<file path="src/rtl/ps2_scancode_rx.sv">
// PS/2 keyboard receiver: synchronises and deglitches the raw pins, deserialises
// 11-bit frames and emits each valid byte with a 2-cycle scan_received pulse.
module ps2_scancode_rx #(
    parameter int FILTER_LEN     = 8,
    parameter int TIMEOUT_CYCLES = 24000,
    parameter int TO_W           = 15
) (
    input  logic       clk,
    input  logic       rst,
    input  logic       ps2clk,
    input  logic       ps2data,
    output logic [7:0] scan,
    output logic       scan_received,
    output logic       rx_error,
    output logic       busy
);

    localparam int FC_W = $clog2(FILTER_LEN + 1);
    localparam logic [FC_W-1:0] FC_LAST = FC_W'(FILTER_LEN - 1);
    localparam logic [TO_W-1:0] TO_LAST = TO_W'(TIMEOUT_CYCLES - 1);

    typedef enum logic [1:0] {IDLE, DATA, PARITY, STOP} state_t;

    // Odd parity: data bits plus parity bit must contain an odd number of ones.
    function automatic logic odd_parity_ok(input logic [7:0] b, input logic p);
        return ^{b, p};
    endfunction

    logic [1:0]      clk_sync;
    logic [1:0]      dat_sync;
    logic            filt_clk;
    logic            filt_clk_d;
    logic [FC_W-1:0] fcnt;
    logic            strobe;
    logic            data_bit;

    state_t          state;
    logic [2:0]      bitcnt;
    logic [7:0]      shreg;
    logic            par_ok;
    logic [TO_W-1:0] tcnt;
    logic            vld_p0;
    logic            vld_p1;

    // Stage: pin synchronisers, idle level is high
    always_ff @(posedge clk) begin
        if (rst) begin
            clk_sync <= 2'b11;
            dat_sync <= 2'b11;
        end else begin
            clk_sync <= {clk_sync[0], ps2clk};
            dat_sync <= {dat_sync[0], ps2data};
        end
    end

    // Stage: clock deglitch filter and falling-edge detect
    always_ff @(posedge clk) begin
        if (rst) begin
            filt_clk   <= 1'b1;
            filt_clk_d <= 1'b1;
            fcnt       <= '0;
        end else begin
            filt_clk_d <= filt_clk;
            if (clk_sync[1] != filt_clk) begin
                if (fcnt == FC_LAST) begin
                    filt_clk <= ~filt_clk;
                    fcnt     <= '0;
                end else begin
                    fcnt <= fcnt + FC_W'(1);
                end
            end else begin
                fcnt <= '0;
            end
        end
    end

    assign strobe   = filt_clk_d & ~filt_clk;
    assign data_bit = dat_sync[1];

    // Stage: frame FSM; timeout takes priority over a coincident strobe
    always_ff @(posedge clk) begin
        if (rst) begin
            state    <= IDLE;
            busy     <= 1'b0;
            scan     <= 8'h00;
            rx_error <= 1'b0;
            vld_p0   <= 1'b0;
            tcnt     <= '0;
        end else begin
            rx_error <= 1'b0;
            vld_p0   <= 1'b0;
            if (state == IDLE || strobe) begin
                tcnt <= '0;
            end else begin
                tcnt <= tcnt + TO_W'(1);
            end
            if (state != IDLE && tcnt == TO_LAST) begin
                state    <= IDLE;
                busy     <= 1'b0;
                rx_error <= 1'b1;
            end else if (strobe) begin
                case (state)
                    IDLE: begin
                        if (!data_bit) begin
                            state  <= DATA;
                            busy   <= 1'b1;
                            bitcnt <= 3'd0;
                        end
                    end
                    DATA: begin
                        shreg  <= {data_bit, shreg[7:1]};
                        bitcnt <= bitcnt + 3'd1;
                        if (bitcnt == 3'd7) begin
                            state <= PARITY;
                        end
                    end
                    PARITY: begin
                        par_ok <= odd_parity_ok(shreg, data_bit);
                        state  <= STOP;
                    end
                    STOP: begin
                        state <= IDLE;
                        busy  <= 1'b0;
                        if (data_bit && par_ok) begin
                            scan   <= shreg;
                            vld_p0 <= 1'b1;
                        end else begin
                            rx_error <= 1'b1;
                        end
                    end
                    default: state <= IDLE;
                endcase
            end
        end
    end

    // Stage: stretch the load marker into a pulse one cycle behind scan
    always_ff @(posedge clk) begin
        if (rst) begin
            vld_p1        <= 1'b0;
            scan_received <= 1'b0;
        end else begin
            vld_p1        <= vld_p0;
            scan_received <= vld_p0 | vld_p1;
        end
    end

endmodule

</file>
<file path="config.mk">
export PLATFORM = sky130hd
export DESIGN_NAME = ps2_scancode_rx
export DESIGN_NICKNAME = d
export VERILOG_FILES = /design/src/rtl/ps2_scancode_rx.sv
export SDC_FILE = /design/constraint.sdc
export NUM_CORES = 1
export LEC_CHECK = 0
export BUFFER_PORTS_ARGS = -buffer_cell sky130_fd_sc_hd__buf_2
export CAP_MARGIN = 5
export CORE_MARGIN = 8
export CORE_UTILIZATION = 35
export DETAILED_ROUTE_END_ITERATION = 8
export PLACE_DENSITY_LB_ADDON = 0.12
export SYNTH_ARGS = -nofsm -noshare
export SYNTH_HDL_FRONTEND = slang
export SYNTH_SLANG_ARGS = --single-unit
</file>
<file path="constraint.sdc">
create_clock -name clk -period 1.7 [get_ports clk]
set_input_delay 0.085 -clock clk [delete_from_list [all_inputs] [get_ports clk]]
set_output_delay 0.085 -clock clk [all_outputs]
set_load 0.01 [all_outputs]
</file>
==> results of run 1 <==
[sequential cells by signal (all words and copies together) (netlist names)]
register / flops
filt_clk: 1
filt_clk_d: 1
rx_error: 1
vld_p0: 1
scan_received: 1
tcnt: 15
clk_sync: 2
state: 2
par_ok: 1
bitcnt: 3
busy: 1
fcnt: 4
dat_sync: 2
shreg: 8
scan: 8
vld_p1: 1
[cells in the final DEF, fill, tap and decap left out, types with 2 or more instances in the layout]
cell type and n:
dfxtp_1 39, nor2_1 19, buf_4 19, nand2b_1 17
buf_2 14, edfxtp_1 12, xor2_1 10, xnor2_1 10
mux2i_1 9, nand3_1 8, nand2_1 8, ha_1 8
nand4_1 6, and3_1 5, and2_1 5, nor2b_1 5
or2_2 5, clkbuf_8 5, inv_1 4, o211ai_1 3
or3_1 3, a21oi_1 3, o21ai_0 2, nor3_1 2
or4_1 2, dlygate4sd3_1 2
[how the worst min path moves through the flow]
stage / end / cells past startpoint / from / slack [ns]
final: rx_error$_SDFF_PP0_ / 2 / rst / 0.01
after global placement: clk_sync[0]$_SDFF_PP1_ / 2 / ps2clk / 0.27
after floorplan: clk_sync[0]$_SDFF_PP1_ / 1 / ps2clk / 0.19
after CTS: rx_error$_SDFF_PP0_ / 2 / rst / 0.01
after detailed placement: clk_sync[0]$_SDFF_PP1_ / 2 / ps2clk / 0.27
after global routing: rx_error$_SDFF_PP0_ / 2 / rst / 0.005
[power groups by stage]
stage	Sequential, mW	Clock [mW]	Combinational [mW]
final	1.26	0.715	0.0405
after global routing	1.27	0.802	0.0456
after CTS	1.27	0.765	0.0409
after detailed placement	1.29	0	0.0373
after global placement	1.29	0	0.0377
after floorplan	1.29	0	0.0260
[cell type report]
cell class	count	share of cell area (%)
clock buffer	5	2.622
clock inverter	3	0.8580
inverter	4	0.5720
multi-input combinational	143	38.37
sequential	52	44.28
tap	77	3.670
timing repair buffer	36	9.628
[per-layer routing]
layer	up-vias	wire length, um	global-route usage, %
li1	772	-	-
met1	655	1771	10.76
met2	14	1686	14.21
met3	6	150	3.150
met4	0	59	3.511
met5	-	0	0
[per-stage QoR]
| step | area, um^2 | utilization (%) |
|---|---|---|
| detailed placement | 2492 | 40.17 |
| finish | 2625 | 42.31 |
| floorplan | 2201 | - |
| global route | 2625 | 42.31 |
| CTS | 2604 | 41.96 |
| global placement | 2492 | 40.17 |
[timing repair]
item / CTS / global route
hold buffers: 2 / 0
resized for setup: 0 / 5
setup buffers: 0 / 1
setup endpoints to repair: 0 / 15
endpoints found under the hold margin: 2 / 0
[critical path, stage by stage (launching register included)]
cell	delay, ns
dfxtp_1	0.34
inv_1	0.06
ha_2	0.21
or3_4	0.41
or4_1	0.47
nand2_1	0.08
[cells by family after synthesis]
logic type | synth area share (%)
xor gates and xnor gates | 7.963
DFF | 52.79
adders and majority gates | 5.120
muxes | 4.096
buffers and inverters | 2.048
and+or+nand+nor | 23.09
AOI/OAI and AO/OA | 4.893
==> run summary, run 1 <==
Placed Cells: 309
Vias in the first global route: 1428
Slew Limit Headroom: 73.00%
Root buf cell: clkbuf_8
Skew-Pair Late Insertion Delay: 0.31 ns
Net Sw Power: 440.1 uW
Worst Tran Pin Value: 0.4041 ns
Clk sink count: 52
Max-cap violation count: 0
Worst-path clk slew: 0.10 ns
Rows: 29
Period minus WS final: 1.611 ns
Worst Setup EP: tcnt[11]$_SDFF_PP0_
Final #Nets: 255
TritonCTS clock tree: yes
Share of layout cells above drive strength 1: 22.63%
First-pass DRT Iterations: 4
Run status: finished clean
Cts bufs inserted: 5
Critical path data arrival time: 1.87 ns
Die height: 95.28 um
Total die area: 0.009077 mm^2
TNS Setup: 0 ns
CP Launch Type: register
YS warnings: 0
Detailed Route Iter0 Violations: 73
Flop-to-flop setup slack: 0.09 ns
Leakage: 1.000 nW
Max Clock Skew: 0.01155 ns
Initial Utilization: 35.45%
DP Wirelength: 2675 um
Reg2reg end: tcnt[11]$_SDFF_PP0_
Avg Cell Area, Syn: 10.73 um^2
Multi-input combinational cell area: 0.001007 mm^2
Sequential cell area: 0.001162 mm^2
Fmax: 0.6207 GHz
Total number of vias: 1447
Final Max Slew Viols: 0
CP max FO: 4
Post-synth ARST share: 0%
Mapped Area: 0.002200 mm^2
Final ANT Viol Nets: 0
First-pass GRT wire length: 6368 um
Longest Clk Path Bufs: 2
Routed WL: 3669 um
Post-synth top flop: dfxtp_1
Layout fillers: 625
P_int: 1.580 mW
Worst VDD drop: 0.3673 mV
Crit Path Class: register to register
Mapped Cells: 205
Top-count cell post-synth: dfxtp_1
RD Place Congestion: 0.6793
Fin crit share: 94.77%
Clk pwr share: 35.4%
H-Tree Level Count: 2
Via density: 4.522
Routed wire length per instance: 11.47 um
Core area: 0.006205 mm^2
Synth Register Bits: 52
Drc violations: 0
PwrDens: 769.6 mW/mm^2
CP Data Required Time: 1.95 ns
Hold slack: 0.01298 ns
Final Non-Filler Cells: 320
Initial antenna violation count: 0
FF-to-FF Start: state[0]$_SDFFE_PP0P_
Post-Syn Nets: 218
Final setup fails: 0
Final Hold Fails: 0
Total power: 2.020 mW
Post-Place Setup Slack: 0.03647 ns
Worst hold path class: input port to register
Synth top area cells: dfxtp_1, edfxtp_1, ha_1
Overflow after GRT: 0
Net Sw Frac: 21.79%
Post-synth EDFFs: 12
Number of I/O port buffers: 14
Power share of the sequential group: 62.6%
Area delta synth->final: 19.34%
Ant. Diodes: 0
Unrepaired setup endpoints after global routing: false
R2R depth: 5
Total GRT Usage: 8.922%
Synth area leader: dfxtp_1
Most frequent cells after synthesis: dfxtp_1, nor2_1, nand2b_1
Top-area cell type share of the netlist area: 36.41%
Seq/Total Area, Yosys: 52.79%
Distinct cells, synth: 33
Start point of the critical path: state[0]$_SDFFE_PP0P_
Crit end category: register
Combinational power share: 2.0%
Final worst slack: 0.08899 ns
Ports: 15
Largest net degree at the start of global routing: 28
Die width: 95.28 um
(Power assumes the default switching activity.)
==> run 2, diff against run 1 <==
--- a/config.mk
+++ b/config.mk
@@ -11,6 +11,7 @@
 export CORE_UTILIZATION = 35
 export DETAILED_ROUTE_END_ITERATION = 8
 export PLACE_DENSITY_LB_ADDON = 0.12
+export RECOVER_POWER = 25
 export SYNTH_ARGS = -nofsm -noshare
 export SYNTH_HDL_FRONTEND = slang
 export SYNTH_SLANG_ARGS = --single-unit
==> run 2 against run 1 <==
Against the previous run:
- largest cell class unchanged
- fmax stayed put
- critical path depth stayed put
- total power stayed put
- clock power hardly changed
- clock skew stayed put
- cell count stayed put
- design area is 0.14% lower
- clock-buffer cell count stayed put
- combinational power hardly changed
- largest power group unchanged
- sequential share of layout area is 0.064 points higher
- wire length hardly changed
- worst setup slack stayed put
==> run summary, run 2 (synthesis gave the netlist of run 1 again) <==
Run status: finished clean
Slowest CP cell: or4_1
TNS Setup: 0 ns (unchanged)
Cts bufs inserted: 5 (unchanged)
DP Wirelength: 2675 um (unchanged)
Worst VDD drop: 0.3673 mV (unchanged)
Max-cap violation count: 0 (unchanged)
Longest Clk Path Bufs: 2 (unchanged)
Clk sink count: 52 (unchanged)
Initial antenna violation count: 0 (unchanged)
Via density: 4.522 (unchanged)
Largest reg by FF count: tcnt
RD Place Congestion: 0.6793 (unchanged)
Max Clock Skew: 0.01155 ns (unchanged)
Slew Limit Headroom: 73.00% (unchanged)
Drc violations: 0 (unchanged)
Commonest non-fill, non-tap cell in the layout: dfxtp_1
Initial Utilization: 35.45% (unchanged)
Final ANT Viol Nets: 0 (unchanged)
First-pass DRT Iterations: 4 (unchanged)
Routed wire length per instance: 11.47 um (about the same)
Final #Nets: 255 (unchanged)
Total GRT Usage: 8.922% (unchanged)
Delay of the slowest critical-path stage: 0.47 ns (about the same)
Die height: 95.28 um (unchanged)
PwrDens: 770.7 mW/mm^2 (+0.14%)
Final Max Slew Viols: 0 (unchanged)
Die width: 95.28 um (unchanged)
CP Cell Sequence: inv_1 -> ha_2 -> or3_4 -> or4_1 -> nand2_1
Ports: 15 (unchanged)
Biggest regs: tcnt: 15 flops, scan: 8 flops, shreg: 8 flops
Final Hold Fails: 0 (unchanged)
Unrepaired setup endpoints after global routing: false
Rows: 29 (unchanged)
Worst hold path class: input port to register
First-pass GRT wire length: 6368 um (unchanged)
Share of layout cells above drive strength 1: 21.40% (-1.2 points)
CP Data Required Time: 1.95 ns (about the same)
Routed WL: 3670 um (about the same)
Area delta synth->final: 19.17%
TritonCTS clock tree: yes
Root buf cell: clkbuf_8
Worst-path clk slew: 0.10 ns (about the same)
Period minus WS final: 1.611 ns (unchanged)
Fmax: 0.6207 GHz (unchanged)
Largest net degree at the start of global routing: 28 (unchanged)
Largest register FFs: 15 (unchanged)
Detailed Route Iter0 Violations: 73 (unchanged)
Critical path data arrival time: 1.87 ns (about the same)
Core area: 0.006205 mm^2 (unchanged)
Skew-Pair Late Insertion Delay: 0.31 ns (about the same)
Fin crit share: 94.77% (unchanged)
Number of I/O port buffers: 14 (unchanged)
Overflow after GRT: 0 (unchanged)
Total die area: 0.009077 mm^2 (unchanged)
Crit end category: register
Post-layout util: 42.25% (-0.060 points)
CP max FO: 4 (unchanged)
CP Launch Type: register
Worst Tran Pin Value: 0.4041 ns (unchanged)
Leakage: 0.9869 nW (-1.3%)
H-Tree Level Count: 2 (unchanged)
Ant. Diodes: 0 (unchanged)
Total number of vias: 1447 (unchanged)
Final setup fails: 0 (unchanged)
Vias in the first global route: 1428 (unchanged)
Commonest non-fill, non-tap cells in the layout: dfxtp_1, nor2_1, buf_4
Crit Path Class: register to register
CP bufs+invs: 1 (unchanged)
Crit path max-delay family: simple AND/OR/NAND/NOR gates
-- run 2: cell types whose count changed in the layout (fill, tap and decap cells not counted), sizes merged --
cell    before  now
buf         34   31
clkbuf       5    8
-- run 2: worst paths after layout --
path	start	endpoint	slack, ns	cells after the start
setup / recovery	state[0]$_SDFFE_PP0P_	tcnt[11]$_SDFF_PP0_	0.09	5
hold reg to reg	clk_sync[0]$_SDFF_PP1_	clk_sync[1]$_SDFF_PP1_	0.41	1
setup reg to reg	state[0]$_SDFFE_PP0P_	tcnt[11]$_SDFF_PP0_	0.09	5
hold / removal	rst	rx_error$_SDFF_PP0_	0.01	2
-- run 2: repair_timing --
item / CTS / global route
gates resized for setup: 0 / 5
hold buffers: 2 / 0
endpoints found under the setup margin: 0 / 15
endpoints found under the hold margin: 2 / 0
buffers inserted: 0 / 1
-- run 2: report_power, final --
part / leakage (nW) / internal (mW) / switching, mW / total (mW)
sequential: 0.432 / 1.26 / 0.00294 / 1.26
combinational: 0.506 / 0.0225 / 0.0180 / 0.0405
clock: 0.0485 / 0.296 / 0.419 / 0.715
-- run 2: metrics by stage --
stage | hold slack (ns) | setup WS, ns | power (mW) | cell area, um^2 | std cells
after global routing | 0.004989 | 0.01124 | 2.114 | 2621 | 320
after global placement | 0.2689 | 0.07038 | 1.331 | 2492 | 309
after CTS | 0.01179 | 0.01488 | 2.071 | 2604 | 319
final | 0.01298 | 0.08899 | 2.020 | 2621 | 320
after detailed placement | 0.2708 | 0.03647 | 1.331 | 2492 | 309
after floorplan | 0.1888 | 0.01673 | 1.319 | 2201 | 205
-- run 2: per-layer routing --
metal	vias to the layer above	global-route usage (%)	share of wire [%]
li1	772	-	-
met2	14	14.21	46
met3	6	3.150	4.1
met1	655	10.76	48
met5	-	0	0
met4	0	3.511	1.6
-- run 2: layout make-up --
type / instances / area, um^2
inverters: 4 / 15.01
multi-input cells: 143 / 1007
repair buffers: 36 / 249.0
clock inverters: 3 / 22.52
fillers: 626 / 3583
clock buffers: 5 / 68.82
well taps: 77 / 96.34
flip-flops and latches: 52 / 1162
==> run 3, diff against run 2 <==
==> constraint.sdc (replaced) <==
create_clock -name clk -period 2 [get_ports clk]
set_input_delay 0.1 -clock clk [delete_from_list [all_inputs] [get_ports clk]]
set_output_delay 0.1 -clock clk [all_outputs]
set_load 0.01 [all_outputs]
==> run 3 against run 2 <==
Against the previous run:
- clock-buffer cell count grew 1
- core utilization shrank 1.9 points
- clock power is essentially flat
- first-iteration DRC count shrank 37%
- cell count shrank 5.0%
- wire length shrank 3.5%
- design area shrank 4.4%
- non-clock buffer count shrank 16
- global-route usage is essentially flat
- clock skew shrank 0.0011 ns
- hold slack gained 0.22 ns
- total power shrank 9.8%
- highest routed layer unchanged
==> run summary, run 3 (synthesis gave the netlist of run 1 again) <==
Final Max Slew Viols: 0 (unchanged)
DP Wirelength: 2465 um (-7.9%)
Clk pwr share: 39.3% (+3.9 points)
Combinational power share: 1.7% (-0.3 points)
Die height: 95.28 um (unchanged)
Hold slack: 0.2308 ns (+0.2178 ns)
Overflow after GRT: 0 (unchanged)
Initial Utilization: 35.45% (unchanged)
Reg2reg end: shreg[0]$_DFFE_PP_
RD Place Congestion: 0.7370 (+8.5%)
Sequential cell area: 0.001161 mm^2 (-0.11%)
H-Tree Level Count: 2 (unchanged)
Rows: 29 (unchanged)
Layout fillers: 626 (unchanged)
Final Hold Fails: 0 (unchanged)
Ant. Diodes: 0 (unchanged)
PwrDens: 727.0 mW/mm^2 (-5.7%)
Hold Crit Depth: 2 (unchanged)
Routed WL: 3542 um (-3.5%)
Drc violations: 0 (unchanged)
Final ANT Viol Nets: 0 (unchanged)
Ports: 15 (unchanged)
Core area: 0.006205 mm^2 (unchanged)
Run status: finished clean
Worst Tran Pin Value: 0.4405 ns (+0.03642 ns)
Commonest non-fill, non-tap cells in the layout: dfxtp_1, nor2_1, nand2b_1
Worst-path clk slew: 0.09 ns (about the same)
WHS Endpoint: vld_p1$_SDFF_PP0_
First-pass GRT wire length: 6410 um (+0.66%)
Period minus WS final: 1.817 ns (+0.2057 ns)
Longest Clk Path Bufs: 2 (unchanged)
Start point of the critical path: tcnt[0]$_SDFF_PP0_
Crit end category: register
Total GRT Usage: 8.917% (about the same)
Root buf cell: clkbuf_8
Slew Limit Headroom: 70.63% (-2.4 points)
Largest net degree at the start of global routing: 32 (+14%)
Via density: 4.645 (+2.7%)
TritonCTS clock tree: yes
Vias in the first global route: 1399 (-2.0%)
Net Sw Power: 354.6 uW (-19%)
Total number of vias: 1412 (-2.4%)
Fmax: 0.5505 GHz (-11%)
Leakage: 0.9174 nW (-7.0%)
Net Sw Frac: 19.46% (-2.3 points)
First-pass DRT Iterations: 4 (unchanged)
Total die area: 0.009077 mm^2 (unchanged)
Initial antenna violation count: 0 (unchanged)
Flop-to-flop setup slack: 0.18 ns (+0.09 ns)
Largest reg by FF count: tcnt
Final #Nets: 239 (-6.3%)
Min-delay src: rst
Worst hold path class: input port to register
CP max FO: 8 (+4)
Fin crit share: 90.83% (-3.9 points)
FF-to-FF Start: tcnt[0]$_SDFF_PP0_
Die width: 95.28 um (unchanged)
Crit Path Class: register to register
P_int: 1.467 mW (-7.1%)
Worst VDD drop: 0.4547 mV (+24%)
Routed wire length per instance: 11.65 um (+1.6%)
Cts bufs inserted: 5 (unchanged)
Largest register FFs: 15 (unchanged)
Detailed Route Iter0 Violations: 46 (-37%)
Final setup fails: 0 (unchanged)
Area delta synth->final: 13.94%
Multi-input combinational cell area: 993.5 um^2 (-1.4%)
Unrepaired setup endpoints after global routing: false
CP Data Required Time: 2.07 ns (+0.12 ns)
Critical path data arrival time: 1.89 ns (+0.02 ns)
Skew-Pair Late Insertion Delay: 0.30 ns (about the same)
TNS Setup: 0 ns (unchanged)
Clk sink count: 52 (unchanged)
Max-cap violation count: 0 (unchanged)
Power share of the sequential group: 59.0% (-3.6 points)
R2R depth: 6 (+1)
Biggest regs: tcnt: 15 flops, scan: 8 flops, shreg: 8 flops
Share of layout cells above drive strength 1: 13.22% (-8.2 points)
Number of I/O port buffers: 14 (unchanged)
CP Launch Type: register
Max Clock Skew: 0.01044 ns (-0.001107 ns)
Commonest non-fill, non-tap cell in the layout: dfxtp_1
==> run 3: area by class of cell <==
type / count / share of cell area (%)
clock inverters: 2 / 1.548
multi-input cells: 143 / 39.64
inverters: 4 / 0.5991
well taps: 77 / 3.844
flip-flops and latches: 52 / 46.33
repair buffers: 20 / 5.142
clock buffers: 6 / 2.896
==> run 3: power groups by stage <==
stage / clock (mW) / sequential, mW / combinational, mW
global placement: 0 / 1.10 / 0.0287
CTS: 0.748 / 1.08 / 0.0318
detailed placement: 0 / 1.10 / 0.0288
global route: 0.790 / 1.08 / 0.0351
finish: 0.716 / 1.08 / 0.0309
floorplan: 0 / 1.10 / 0.0221
==> run 3: critical path, stage by stage (launching register included) <==
cell     delay [ns]
dfxtp_1        0.39
ha_1           0.22
and2_1         0.20
and4_1         0.33
a21oi_1        0.11
and3_1         0.22
buf_12         0.14
==> run 3: metal layers <==
metal	GRT usage, %	part of all wire, %
met3	2.598	2.7
met4	3.901	1.5
met1	11.41	52
met5	0	0
met2	13.64	44
==> run 3: worst max-delay path by stage <==
stage                         end  slack [ns]
2_1_floorplan  shreg[0]$_DFFE_PP_        0.27
3_3_place_gp   shreg[3]$_DFFE_PP_        0.21
3_5_place_dp   shreg[3]$_DFFE_PP_        0.19
4_1_cts        shreg[0]$_DFFE_PP_        0.18
5_1_grt        shreg[0]$_DFFE_PP_        0.03
6_report       shreg[0]$_DFFE_PP_        0.18
==> run 3: stage by stage <==
stage                     power (mW)  cells  util (%)  setup WS (ns)  area, um^2
after CTS                      1.855    304     40.45         0.1787        2510
after detailed placement       1.129    294     38.33         0.1923        2379
after global routing           1.902    304     40.39        0.03410        2506
final                          1.822    304     40.39         0.1833        2506
after floorplan                1.121    205         -         0.2727        2200
after global placement         1.128    294     38.33         0.2069        2379
==> run 3: what timing repair did <==
| action | in CTS | in global routing |
|---|---|---|
| buffers inserted | 0 | 0 |
| hold buffers | 2 | 0 |
| resized for setup | 0 | 0 |
| endpoints found under the hold margin | 2 | 0 |
